===== config.mk =====
export PLATFORM = sky130hd
export DESIGN_NAME = pedestrian_phase_controller
export DESIGN_NICKNAME = d
export VERILOG_FILES = /design/src/rtl/pedestrian_phase_controller.sv
export SDC_FILE = /design/constraint.sdc
export NUM_CORES = 1
export LEC_CHECK = 0
export BUFFER_PORTS_ARGS = -buffer_cell sky130_fd_sc_hd__buf_2
export CORE_MARGIN = 5
export CORE_UTILIZATION = 60
export CTS_CLUSTER_DIAMETER = 200
export CTS_CLUSTER_SIZE = 24
export DETAILED_ROUTE_END_ITERATION = 8
export PLACE_DENSITY = 0.86
export SETUP_SLACK_MARGIN = 0.2
export SKIP_CTS_REPAIR_TIMING = 1
export SYNTH_ARGS = -nofsm -noshare
export SYNTH_HDL_FRONTEND = slang
export SYNTH_SLANG_ARGS = --single-unit

===== constraint.sdc =====
create_clock -name clk -period 3.8 [get_ports clk]
set_clock_uncertainty 0.15 [all_clocks]
set_input_delay 0.19 -clock clk [delete_from_list [all_inputs] [get_ports clk]]
set_output_delay 0.19 -clock clk [all_outputs]
set_load 0.005 [all_outputs]

===== src/rtl/pedestrian_phase_controller.sv =====
// Pedestrian crossing sequencer: latches button presses, requests the crossing
// from the intersection controller, then runs WALK -> flashing DON'T WALK ->
// clearance -> holdoff. All outputs are registered.
module pedestrian_phase_controller #(
    parameter int unsigned CLK_FREQ      = 50_000_000,
    parameter int unsigned MS_CONV       = 1000,
    parameter int unsigned WALK_MS       = 7000,
    parameter int unsigned CAUTION_MS    = 10000,
    parameter int unsigned CLEAR_MS      = 2000,
    parameter int unsigned HOLDOFF_MS    = 20000,
    parameter int unsigned FLASH_HALF_MS = 500
) (
    input  logic        clk,
    input  logic        rst_n,
    input  logic        ped_button,
    input  logic        ped_grant,
    input  logic        ped_abort,
    output logic        ped_req,
    output logic        ped_done,
    output logic        walk_lamp,
    output logic        dont_walk_lamp,
    output logic        req_pending,
    output logic        pd_caution,
    output logic [31:0] pd_counter,
    output logic [31:0] pd_total_cycles,
    output logic [31:0] pd_free_cycles
);

    // Cycle counts, all in 32-bit unsigned arithmetic.
    localparam logic [31:0] CYC_MS         = 32'(CLK_FREQ / MS_CONV);
    localparam logic [31:0] FREE_CYC       = 32'(WALK_MS * CYC_MS);
    localparam logic [31:0] TOTAL_CYC      = 32'((WALK_MS + CAUTION_MS) * CYC_MS);
    localparam logic [31:0] CLEAR_CYC      = 32'(CLEAR_MS * CYC_MS);
    localparam logic [31:0] HOLDOFF_CYC    = 32'(HOLDOFF_MS * CYC_MS);
    localparam logic [31:0] FLASH_HALF_CYC = 32'(FLASH_HALF_MS * CYC_MS);

    // A zero-length phase would make the sequencer skip or stall a state.
    if (MS_CONV == 0 || CYC_MS == 0 || WALK_MS == 0 || CAUTION_MS == 0 ||
        CLEAR_MS == 0 || HOLDOFF_MS == 0 || FLASH_HALF_MS == 0) begin : g_bad_param
        $error("pedestrian_phase_controller: zero-length timing parameter");
    end

    localparam logic [2:0] S_IDLE    = 3'd0;
    localparam logic [2:0] S_WAIT    = 3'd1;
    localparam logic [2:0] S_WALK    = 3'd2;
    localparam logic [2:0] S_FLASH   = 3'd3;
    localparam logic [2:0] S_CLEAR   = 3'd4;
    localparam logic [2:0] S_HOLDOFF = 3'd5;

    logic [2:0]  state_q, state_d;
    logic        sync1_q, sync2_q, prev_q;
    logic        req_q, req_d;
    logic        done_q, done_d;
    logic        walk_q, walk_d;
    logic        dw_q, dw_d;
    logic        pend_q, pend_d;
    logic        caution_q, caution_d;
    logic [31:0] cnt_q, cnt_d;
    logic [31:0] tmr_q, tmr_d;   // flash half-period, clearance and holdoff timer
    logic        btn_edge;

    assign btn_edge = sync2_q & ~prev_q;

    // Next-state and registered-output computation for the crossing sequence.
    always_comb begin
        state_d   = state_q;
        req_d     = req_q;
        done_d    = 1'b0;
        walk_d    = walk_q;
        dw_d      = dw_q;
        pend_d    = pend_q;
        caution_d = caution_q;
        cnt_d     = cnt_q;
        tmr_d     = tmr_q;
        // Presses while the walk lamp is lit are already being served.
        if (btn_edge && state_q != S_WALK) begin
            pend_d = 1'b1;
        end
        case (state_q)
            S_IDLE: begin
                if (btn_edge) begin
                    state_d = S_WAIT;
                    req_d   = 1'b1;
                end
            end
            S_WAIT: begin
                if (ped_abort) begin
                    state_d = S_IDLE;
                    req_d   = 1'b0;
                end else if (ped_grant) begin
                    state_d   = S_WALK;
                    walk_d    = 1'b1;
                    dw_d      = 1'b0;
                    caution_d = 1'b1;
                    cnt_d     = '0;
                    pend_d    = 1'b0;   // a press on this very edge is dropped
                end
            end
            S_WALK: begin
                if (cnt_q == FREE_CYC - 32'd1 || ped_abort || !ped_grant) begin
                    state_d = S_FLASH;
                    walk_d  = 1'b0;
                    dw_d    = 1'b1;
                    cnt_d   = FREE_CYC;
                    tmr_d   = '0;
                end else begin
                    cnt_d = cnt_q + 32'd1;
                end
            end
            S_FLASH: begin
                if (cnt_q == TOTAL_CYC - 32'd1) begin
                    state_d   = S_CLEAR;
                    caution_d = 1'b0;
                    dw_d      = 1'b1;
                    cnt_d     = '0;
                    tmr_d     = '0;
                end else begin
                    cnt_d = cnt_q + 32'd1;
                    if (tmr_q == FLASH_HALF_CYC - 32'd1) begin
                        dw_d  = ~dw_q;
                        tmr_d = '0;
                    end else begin
                        tmr_d = tmr_q + 32'd1;
                    end
                end
            end
            S_CLEAR: begin
                if (tmr_q == CLEAR_CYC - 32'd1) begin
                    state_d = S_HOLDOFF;
                    req_d   = 1'b0;
                    done_d  = 1'b1;
                    tmr_d   = '0;
                end else begin
                    tmr_d = tmr_q + 32'd1;
                end
            end
            S_HOLDOFF: begin
                if (tmr_q == HOLDOFF_CYC - 32'd1) begin
                    tmr_d = '0;
                    if (pend_q || btn_edge) begin
                        state_d = S_WAIT;
                        req_d   = 1'b1;
                    end else begin
                        state_d = S_IDLE;
                    end
                end else begin
                    tmr_d = tmr_q + 32'd1;
                end
            end
            default: begin
                state_d   = S_IDLE;
                req_d     = 1'b0;
                walk_d    = 1'b0;
                dw_d      = 1'b1;
                caution_d = 1'b0;
                cnt_d     = '0;
                tmr_d     = '0;
            end
        endcase
    end

    // State, synchroniser and output registers; reset forces the safe lamp state.
    always_ff @(posedge clk or negedge rst_n) begin
        if (!rst_n) begin
            state_q   <= S_IDLE;
            sync1_q   <= 1'b0;
            sync2_q   <= 1'b0;
            prev_q    <= 1'b0;
            req_q     <= 1'b0;
            done_q    <= 1'b0;
            walk_q    <= 1'b0;
            dw_q      <= 1'b1;
            pend_q    <= 1'b0;
            caution_q <= 1'b0;
            cnt_q     <= '0;
            tmr_q     <= '0;
        end else begin
            state_q   <= state_d;
            sync1_q   <= ped_button;
            sync2_q   <= sync1_q;
            prev_q    <= sync2_q;
            req_q     <= req_d;
            done_q    <= done_d;
            walk_q    <= walk_d;
            dw_q      <= dw_d;
            pend_q    <= pend_d;
            caution_q <= caution_d;
            cnt_q     <= cnt_d;
            tmr_q     <= tmr_d;
        end
    end

    assign ped_req         = req_q;
    assign ped_done        = done_q;
    assign walk_lamp       = walk_q;
    assign dont_walk_lamp  = dw_q;
    assign req_pending     = pend_q;
    assign pd_caution      = caution_q;
    assign pd_counter      = cnt_q;
    assign pd_total_cycles = TOTAL_CYC;
    assign pd_free_cycles  = FREE_CYC;

endmodule


==> impl_metrics.json, run 1 <==
{
  "vias_per_cell": 6.28,
  "cts_tree": "yes",
  "cp.arrival_ps": 3070,
  "timing.rr.end": "tmr_q[14]$_DFFE_PN0P_",
  "power_w": 0.00149,
  "clkTransAtPathRegs_ps": 80,
  "fin_crit_sh": 0.777,
  "syn_to_final_growth_pct": 3.04,
  "drive_above_1_share": 0.148,
  "synth_edf_count": 0,
  "finalHoldViolCount": 0,
  "vias": 4823,
  "worstPathRequired_ps": 3920,
  "fillers": 727,
  "ir_drop_v": 0.000159,
  "final_core_util": 0.632,
  "grt_pass1_wl_microns": 22200,
  "whs_path_depth": 0,
  "slowest_stage": "a21oi_1",
  "die_w_microns": 104,
  "critPathCaptureType": "register",
  "dp.final_hpwl_microns": 9440,
  "worstPathCellList": "and4b_1 -> nand4_1 -> o32ai_1 -> a21oi_1 -> buf_4 -> nor2_8 -> o211ai_1",
  "wl_per_cell_microns": 17.7,
  "wl_microns": 13600,
  "port-buffer-count": 42,
  "cellPowerDensity_nw_per_um2": 271,
  "ant_nets": 0,
  "gp_congestion": 0.967,
  "multi_input_area_sq_um": 2940,
  "crit_type": "reg -> reg",
  "io_pins": 107,
  "diodes": 0,
  "dr.pass1.iters": 5,
  "worst_slew_margin_rel": 0.329,
  "drc": 0,
  "track_usage": 0.241,
  "h-tree-depth": 3,
  "ys.flop_type": "dfrtp_1",
  "ys_seq_elements": 76,
  "setup_viol": 0,
  "cts_root_buffer": "clkbuf_8",
  "async_reset_ff_frac": 1.00,
  "cts_sinks": 76,
  "tightestPinTransition_ps": 1010,
  "num_rows": 34,
  "r2r.worst_path.cells": 7,
  "cpPeakStageDelay_ps": 810,
  "hp-class": "reg -> reg",
  "grt-ovfl-total": 0,
  "final.setup.worst_slack_ps": 847,
  "clock_latency_ps": 350,
  "cts_made_buffers": 9,
  "maxCapViolCount": 0,
  "drt_iter0_markers": 408,
  "setup_tns_ps": 0,
  "coreArea_sq_um": 8720,
  "seq_area_sq_um": 1900,
  "cts.path.max_buffers": 2,
  "die-height_microns": 104,
  "grt_busiest_layer": "met2",
  "critPathLaunchType": "register",
  "period_needed_ps": 2950,
  "use_met1": 0.318,
  "fmax_mhz": 339,
  "yosys_warnings": 0,
  "crit_fanout": 18,
  "grtUsageMet2": 0.401,
  "start_util": 0.613,
  "avgSynthCellArea_sq_um": 8.51,
  "hold_path_end": "sync2_q$_DFF_PN0_",
  "seq_area_frac_synth": 0.356,
  "nets": 662,
  "p_leak_nw": 2.34,
  "rsz0062_at_grt": "no",
  "run_status": "completed",
  "hp-start": "sync1_q$_DFF_PN0_",
  "final-max-slew-violation-count": 0,
  "grt_antenna_before_repair": 0,
  "dieArea_sq_um": 10900,
  "rrSetupSlack_ps": 850,
  "pre_cts_ws_ps": 947,
  "netlist_area_sq_um": 5350,
  "grt_max_degree": 77,
  "grt_pass1_vias": 4418,
  "worstReg2RegStart": "state_q[0]$_DFFE_PN0P_",
  "globalRouteMet3Util": 0.0466,
  "synth_cell_types": 79,
  "syn_inst": 628
}
-- state kept, by name, summed over array words and instances, names as in the netlist --
register        flops
sync1_q             1
pd_counter         32
sync2_q             1
req_pending         1
tmr_q              32
ped_req             1
ped_done            1
prev_q              1
state_q             3
walk_lamp           1
dont_walk_lamp      1
pd_caution          1
-- how the worst max path moves through the flow --
stage,from,endpoint,slack (ps),cells past startpoint
after detailed placement,state_q[0]$_DFFE_PN0P_,tmr_q[14]$_DFFE_PN0P_,950,7
after global placement,state_q[0]$_DFFE_PN0P_,tmr_q[7]$_DFFE_PN0P_,1070,7
final,state_q[0]$_DFFE_PN0P_,tmr_q[14]$_DFFE_PN0P_,850,7
after CTS,state_q[0]$_DFFE_PN0P_,tmr_q[14]$_DFFE_PN0P_,900,7
after floorplan,pd_counter[0]$_DFFE_PN0P_,pd_counter[27]$_DFFE_PN0P_,1420,10
after global routing,state_q[0]$_DFFE_PN0P_,tmr_q[14]$_DFFE_PN0P_,680,7
-- kinds of logic (layout without fill, tap and decap cells) --
group                    count (synthesis)  in the layout  synth area share
flip-flops                              76             76             0.356
adder cells (fa/ha/maj)                  2              2           0.00468
other                                    2             64           0.00141
multiplexers                             2              2           0.00398
XOR/XNOR                                18             18            0.0295
AND/OR/NAND/NOR                        278            278             0.287
AO/OA/AOI/OAI                          138            138             0.178
buffers and inverters                  112             82             0.139
-- cell usage in the layout (no fill, tap or decap), drive strengths merged, types with 10 or more instances in the layout --
master / count
buf: 46
dfrtp: 75
o21ai: 44
nand2: 73
a31oi: 10
o211ai: 14
xnor2: 10
nor4: 18
nor2: 47
and4: 10
inv: 17
nand4: 20
conb: 64
nor3: 18
a21oi: 18
clkbuf: 10
nand3: 31
and3: 12
-- where the power goes --
group	internal [W]	leakage (nW)	total [W]	switching [W]
logic	0.00000498	1.41	0.0000402	0.0000353
clock network	0.000320	0.0983	0.000643	0.000323
registers	0.000810	0.835	0.000810	0.000000471
-- cells in the mapped netlist (all sizes together) (2+ instances only) --
master | instances | area (sq um)
nor2b | 3 | 18.8
nand4 | 20 | 125
nand3b | 2 | 15.0
inv | 17 | 63.8
a31oi | 10 | 62.6
o2bb2ai | 2 | 17.5
and4b | 2 | 21.3
or4 | 2 | 18.8
and2 | 4 | 25.0
nand2 | 73 | 277
and3 | 12 | 81.3
o21ai | 44 | 250
o41ai | 2 | 36.3
or3 | 7 | 43.8
nor4b | 6 | 52.6
conb | 2 | 7.51
a2bb2oi | 3 | 26.3
nand2b | 8 | 50.1
o31a | 2 | 17.5
a22oi | 3 | 22.5
a21oi | 18 | 90.1
nor3b | 2 | 15.0
or2 | 6 | 37.5
a211oi | 2 | 15.0
clkbuf | 14 | 75.1
a21o | 7 | 52.6
ha | 2 | 25.0
o32ai | 2 | 17.5
nor4bb | 2 | 20.0
nor4 | 18 | 131
nor2 | 47 | 193
a221o | 3 | 30.0
buf | 80 | 601
o311ai | 3 | 26.3
xnor2 | 10 | 87.6
nor3 | 18 | 106
o21a | 3 | 22.5
a22o | 7 | 61.3
xor2 | 8 | 70.1
and4 | 10 | 91.3
nand3 | 31 | 160
o211ai | 14 | 115
dfrtp | 75 | 1880
o22ai | 9 | 56.3
-- metal layers --
metal,wire length [microns],up-vias
li1,-,2222
met1,5440,2304
met2,6620,273
met3,1260,24
met4,246,0
met5,0,-
-- final cells by class --
type / instances / share of cell area
multi-input cells: 502 / 0.533
flip-flops and latches: 76 / 0.346
repair buffers: 48 / 0.0477
clock buffers: 10 / 0.0250
well taps: 108 / 0.0245
inverters: 18 / 0.0123
clock inverters: 6 / 0.0116
-- metrics by stage --
stage | hold WS [ps] | cell area (sq um) | instances
2_1_floorplan | -256 | 5580 | 690
3_3_place_gp | 149 | 5290 | 750
3_5_place_dp | 154 | 5290 | 750
4_1_cts | -229 | 5490 | 766
5_1_grt | 233 | 5510 | 768
6_report | 217 | 5510 | 768
-- worst max-delay path, delay by kind of cell (launching register included) --
kind	cells	cell delay [ps]
DFF	1	710
buffers and inverters	1	340
and+or+nand+nor	3	500
AOI/OAI and AO/OA	3	1150
No activity file was read; power rests on OpenSTA's default activity.
==> run 2: changes to the inputs <==
--- a/config.mk
+++ b/config.mk
@@ -5,13 +5,14 @@
 export SDC_FILE = /design/constraint.sdc
 export NUM_CORES = 1
 export LEC_CHECK = 0
+export ABC_AREA = 1
 export BUFFER_PORTS_ARGS = -buffer_cell sky130_fd_sc_hd__buf_2
 export CORE_MARGIN = 5
-export CORE_UTILIZATION = 60
+export CORE_UTILIZATION = 58
 export CTS_CLUSTER_DIAMETER = 200
 export CTS_CLUSTER_SIZE = 24
 export DETAILED_ROUTE_END_ITERATION = 8
-export PLACE_DENSITY = 0.86
+export PLACE_DENSITY = 0.82
 export SETUP_SLACK_MARGIN = 0.2
 export SKIP_CTS_REPAIR_TIMING = 1
 export SYNTH_ARGS = -nofsm -noshare
==> constraint.sdc (replaced) <==
create_clock -name clk -period 3 [get_ports clk]
set_clock_uncertainty 0.15 [all_clocks]
set_input_delay 0.15 -clock clk [delete_from_list [all_inputs] [get_ports clk]]
set_output_delay 0.15 -clock clk [all_outputs]
set_load 0.005 [all_outputs]
==> run 2 against run 1 <==
  * Flip-flop and latch count unchanged
  * Non-clock buffer count up 5
  * First-iteration DRC count is 18% higher
  * Synthesized area up 15%
  * Maximum frequency up 23%
  * Via count rose by 22%
  * Clock-buffer cell count grew 4
  * Synthesized cell count increased by 49%
==> impl_metrics.json, run 2 <==
{
  "grtUsageMet2": 0.384,
  "slowest_stage": "dfrtp_1",
  "cts_tree": "yes",
  "p_leak_nw": 3.24,
  "syn_inst": 936,
  "cts.path.max_buffers": 2,
  "netlist_area_sq_um": 6170,
  "rsz0062_at_grt": "no",
  "globalRouteMet3Util": 0.0337,
  "gp_congestion": 0.968,
  "wl_per_cell_microns": 14.0,
  "final-max-slew-violation-count": 0,
  "io_pins": 107,
  "yosysMostFrequentCell": "nand2_1",
  "rrSetupSlack_ps": 610,
  "layout_common_cells": "nand2_1, inv_1, nor2_1",
  "worstPathRequired_ps": 3100,
  "critPathLaunchType": "register",
  "tightestPinTransition_ps": 970,
  "grt_pass1_vias": 5253,
  "clkTransAtPathRegs_ps": 70,
  "crit_buf_inv": 0,
  "vias": 5881,
  "final.setup.worst_slack_ps": 606,
  "fmax_mhz": 418,
  "port-buffer-count": 42,
  "finalHoldViolCount": 0,
  "vias_per_cell": 5.27,
  "track_usage": 0.243,
  "power_frac_clock": 0.218,
  "grt_busiest_layer": "met2",
  "async_reset_ff_frac": 1.00,
  "grt_antenna_before_repair": 0,
  "yosys_warnings": 0,
  "cp.arrival_ps": 2500,
  "ir_drop_v": 0.000584,
  "mostFrequentLayoutCell": "nand2_1",
  "synth_cell_types": 39,
  "seq_area_frac_synth": 0.308,
  "drive_above_1_share": 0.108,
  "dieArea_sq_um": 12800,
  "fin_crit_sh": 0.798,
  "p_seq_frac": 0.398,
  "ys.flop_type": "dfrtp_1",
  "worstPathCellList": "ha_1 -> nand2_1 -> nor2_4 -> nand3_1 -> nor2_1 -> nand3_1 -> nand3_2 -> nand2_2 -> nand2_1 -> nand3_1",
  "grt_max_degree": 77,
  "pwr-share-comb": 0.385,
  "crit_type": "reg -> reg",
  "pre_cts_ws_ps": 635,
  "ant_nets": 0,
  "power_switching_w": 0.00155,
  "maxCapViolCount": 0,
  "use_met1": 0.339,
  "cts_root_buffer": "clkbuf_8",
  "synth_edf_count": 0,
  "swShare": 0.435,
  "dr.pass1.iters": 5,
  "ys_seq_elements": 76,
  "crit_fanout": 32,
  "critPathMostFrequentCell": "nand3_1",
  "coreArea_sq_um": 10400,
  "h-tree-depth": 3,
  "diodes": 0,
  "clock_latency_ps": 380,
  "grt_pass1_wl_microns": 25400,
  "start_util": 0.595,
  "avgSynthCellArea_sq_um": 6.59,
  "synth.largest_area_cell": "dfrtp_1",
  "syn_to_final_growth_pct": 4.18,
  "synthTopCellsByArea": "dfrtp_1, nand2_1, buf_4, nand3_1, inv_1",
  "cts_made_buffers": 9,
  "critPathTopFamily": "simple AND/OR/NAND/NOR gates",
  "period_needed_ps": 2390,
  "drt_iter0_markers": 480,
  "synth_top_cell_area_share": 0.304,
  "cpPeakStageDelay_ps": 410,
  "final_core_util": 0.620,
  "cellPowerDensity_nw_per_um2": 554,
  "critPathCaptureType": "register",
  "drc": 0,
  "hp-class": "in -> reg",
  "ys_top_cells_by_count": "nand2_1, inv_1, nor2_1, nand3_1, dfrtp_1",
  "die_w_microns": 113,
  "intPower_w": 0.00201,
  "setup_tns_ps": 0,
  "worst_slew_margin_rel": 0.353,
  "grt-ovfl-total": 0,
  "run_status": "completed",
  "wl_microns": 15600,
  "nets": 981,
  "num_rows": 37,
  "setup_viol": 0,
  "cts_sinks": 76,
  "dp.final_hpwl_microns": 11600,
  "die-height_microns": 113
}
run 2: changes by cell type in the layout (fill, tap and decap cells not counted), sizes merged, moves of 11 or more:
cell,before,now
nor2,47,115
and3,12,0
nand4,20,31
inv,17,110
nand2,73,288
nor4,18,2
nand3,31,93
xor2,8,29
run 2: logic make-up (layout without fill, tap and decap cells):
logic type	Yosys count	after routing	share of synthesized area
buf+inv	199	180	0.169
simple gates	565	565	0.416
other cells	2	64	0.00122
flops	76	76	0.308
fa+ha+maj	2	2	0.00405
xor+xnor	33	33	0.0468
compound gates	59	59	0.0543
run 2: worst register-to-register path: cells and delay by family, from the launching register on:
| family | cells | cell delay (ps) |
|---|---|---|
| simple gates | 9 | 1530 |
| flops | 1 | 410 |
| fa+ha+maj | 1 | 200 |
run 2: cell type report:
type,count,area (sq um)
Clock buffer,14,143
Clock inverter,2,35.0
Fill cell,990,3940
Inverter,111,423
Multi-Input combinational cell,723,3460
Sequential cell,76,1900
Tap cell,136,170
Timing Repair Buffer,53,300
run 2: layer usage:
metal,part of all wire,vias to the layer above
li1,-,2921
met4,0.019,0
met3,0.072,24
met2,0.47,234
met5,0,-
met1,0.44,2702
run 2: power groups by stage:
stage | clock network, W | registers, W | logic (W)
after global placement | 0 | 0.00142 | 0.00134
after CTS | 0.000791 | 0.00141 | 0.00137
final | 0.000775 | 0.00142 | 0.00137
after floorplan | 0 | 0.00137 | 0.00108
after global routing | 0.000825 | 0.00145 | 0.00155
after detailed placement | 0 | 0.00143 | 0.00137
run 2: path summary, 6_finish.rpt:
| path | startpoint | to | cells after the start |
|---|---|---|---|
| max | pd_counter[0]$_DFFE_PN0P_ | tmr_q[16]$_DFFE_PN0P_ | 10 |
| min | ped_abort | state_q[1]$_DFFE_PN0P_ | 6 |
| max reg2reg | pd_counter[0]$_DFFE_PN0P_ | tmr_q[16]$_DFFE_PN0P_ | 10 |
| min reg2reg | sync1_q$_DFF_PN0_ | sync2_q$_DFF_PN0_ | 0 |
| max in group asynchronous | rst_n | pd_counter[26]$_DFFE_PN0P_ | 2 |
| min in group asynchronous | rst_n | pd_counter[16]$_DFFE_PN0P_ | 2 |
run 2: metrics by stage:
stage	total power (W)	hold slack, ps	cell area [sq um]	std cells
floorplan	0.00245	-296	6400	998
global placement	0.00276	108	6230	1097
detailed placement	0.00279	110	6230	1097
CTS	0.00357	-281	6410	1113
global route	0.00382	123	6430	1115
finish	0.00356	101	6430	1115
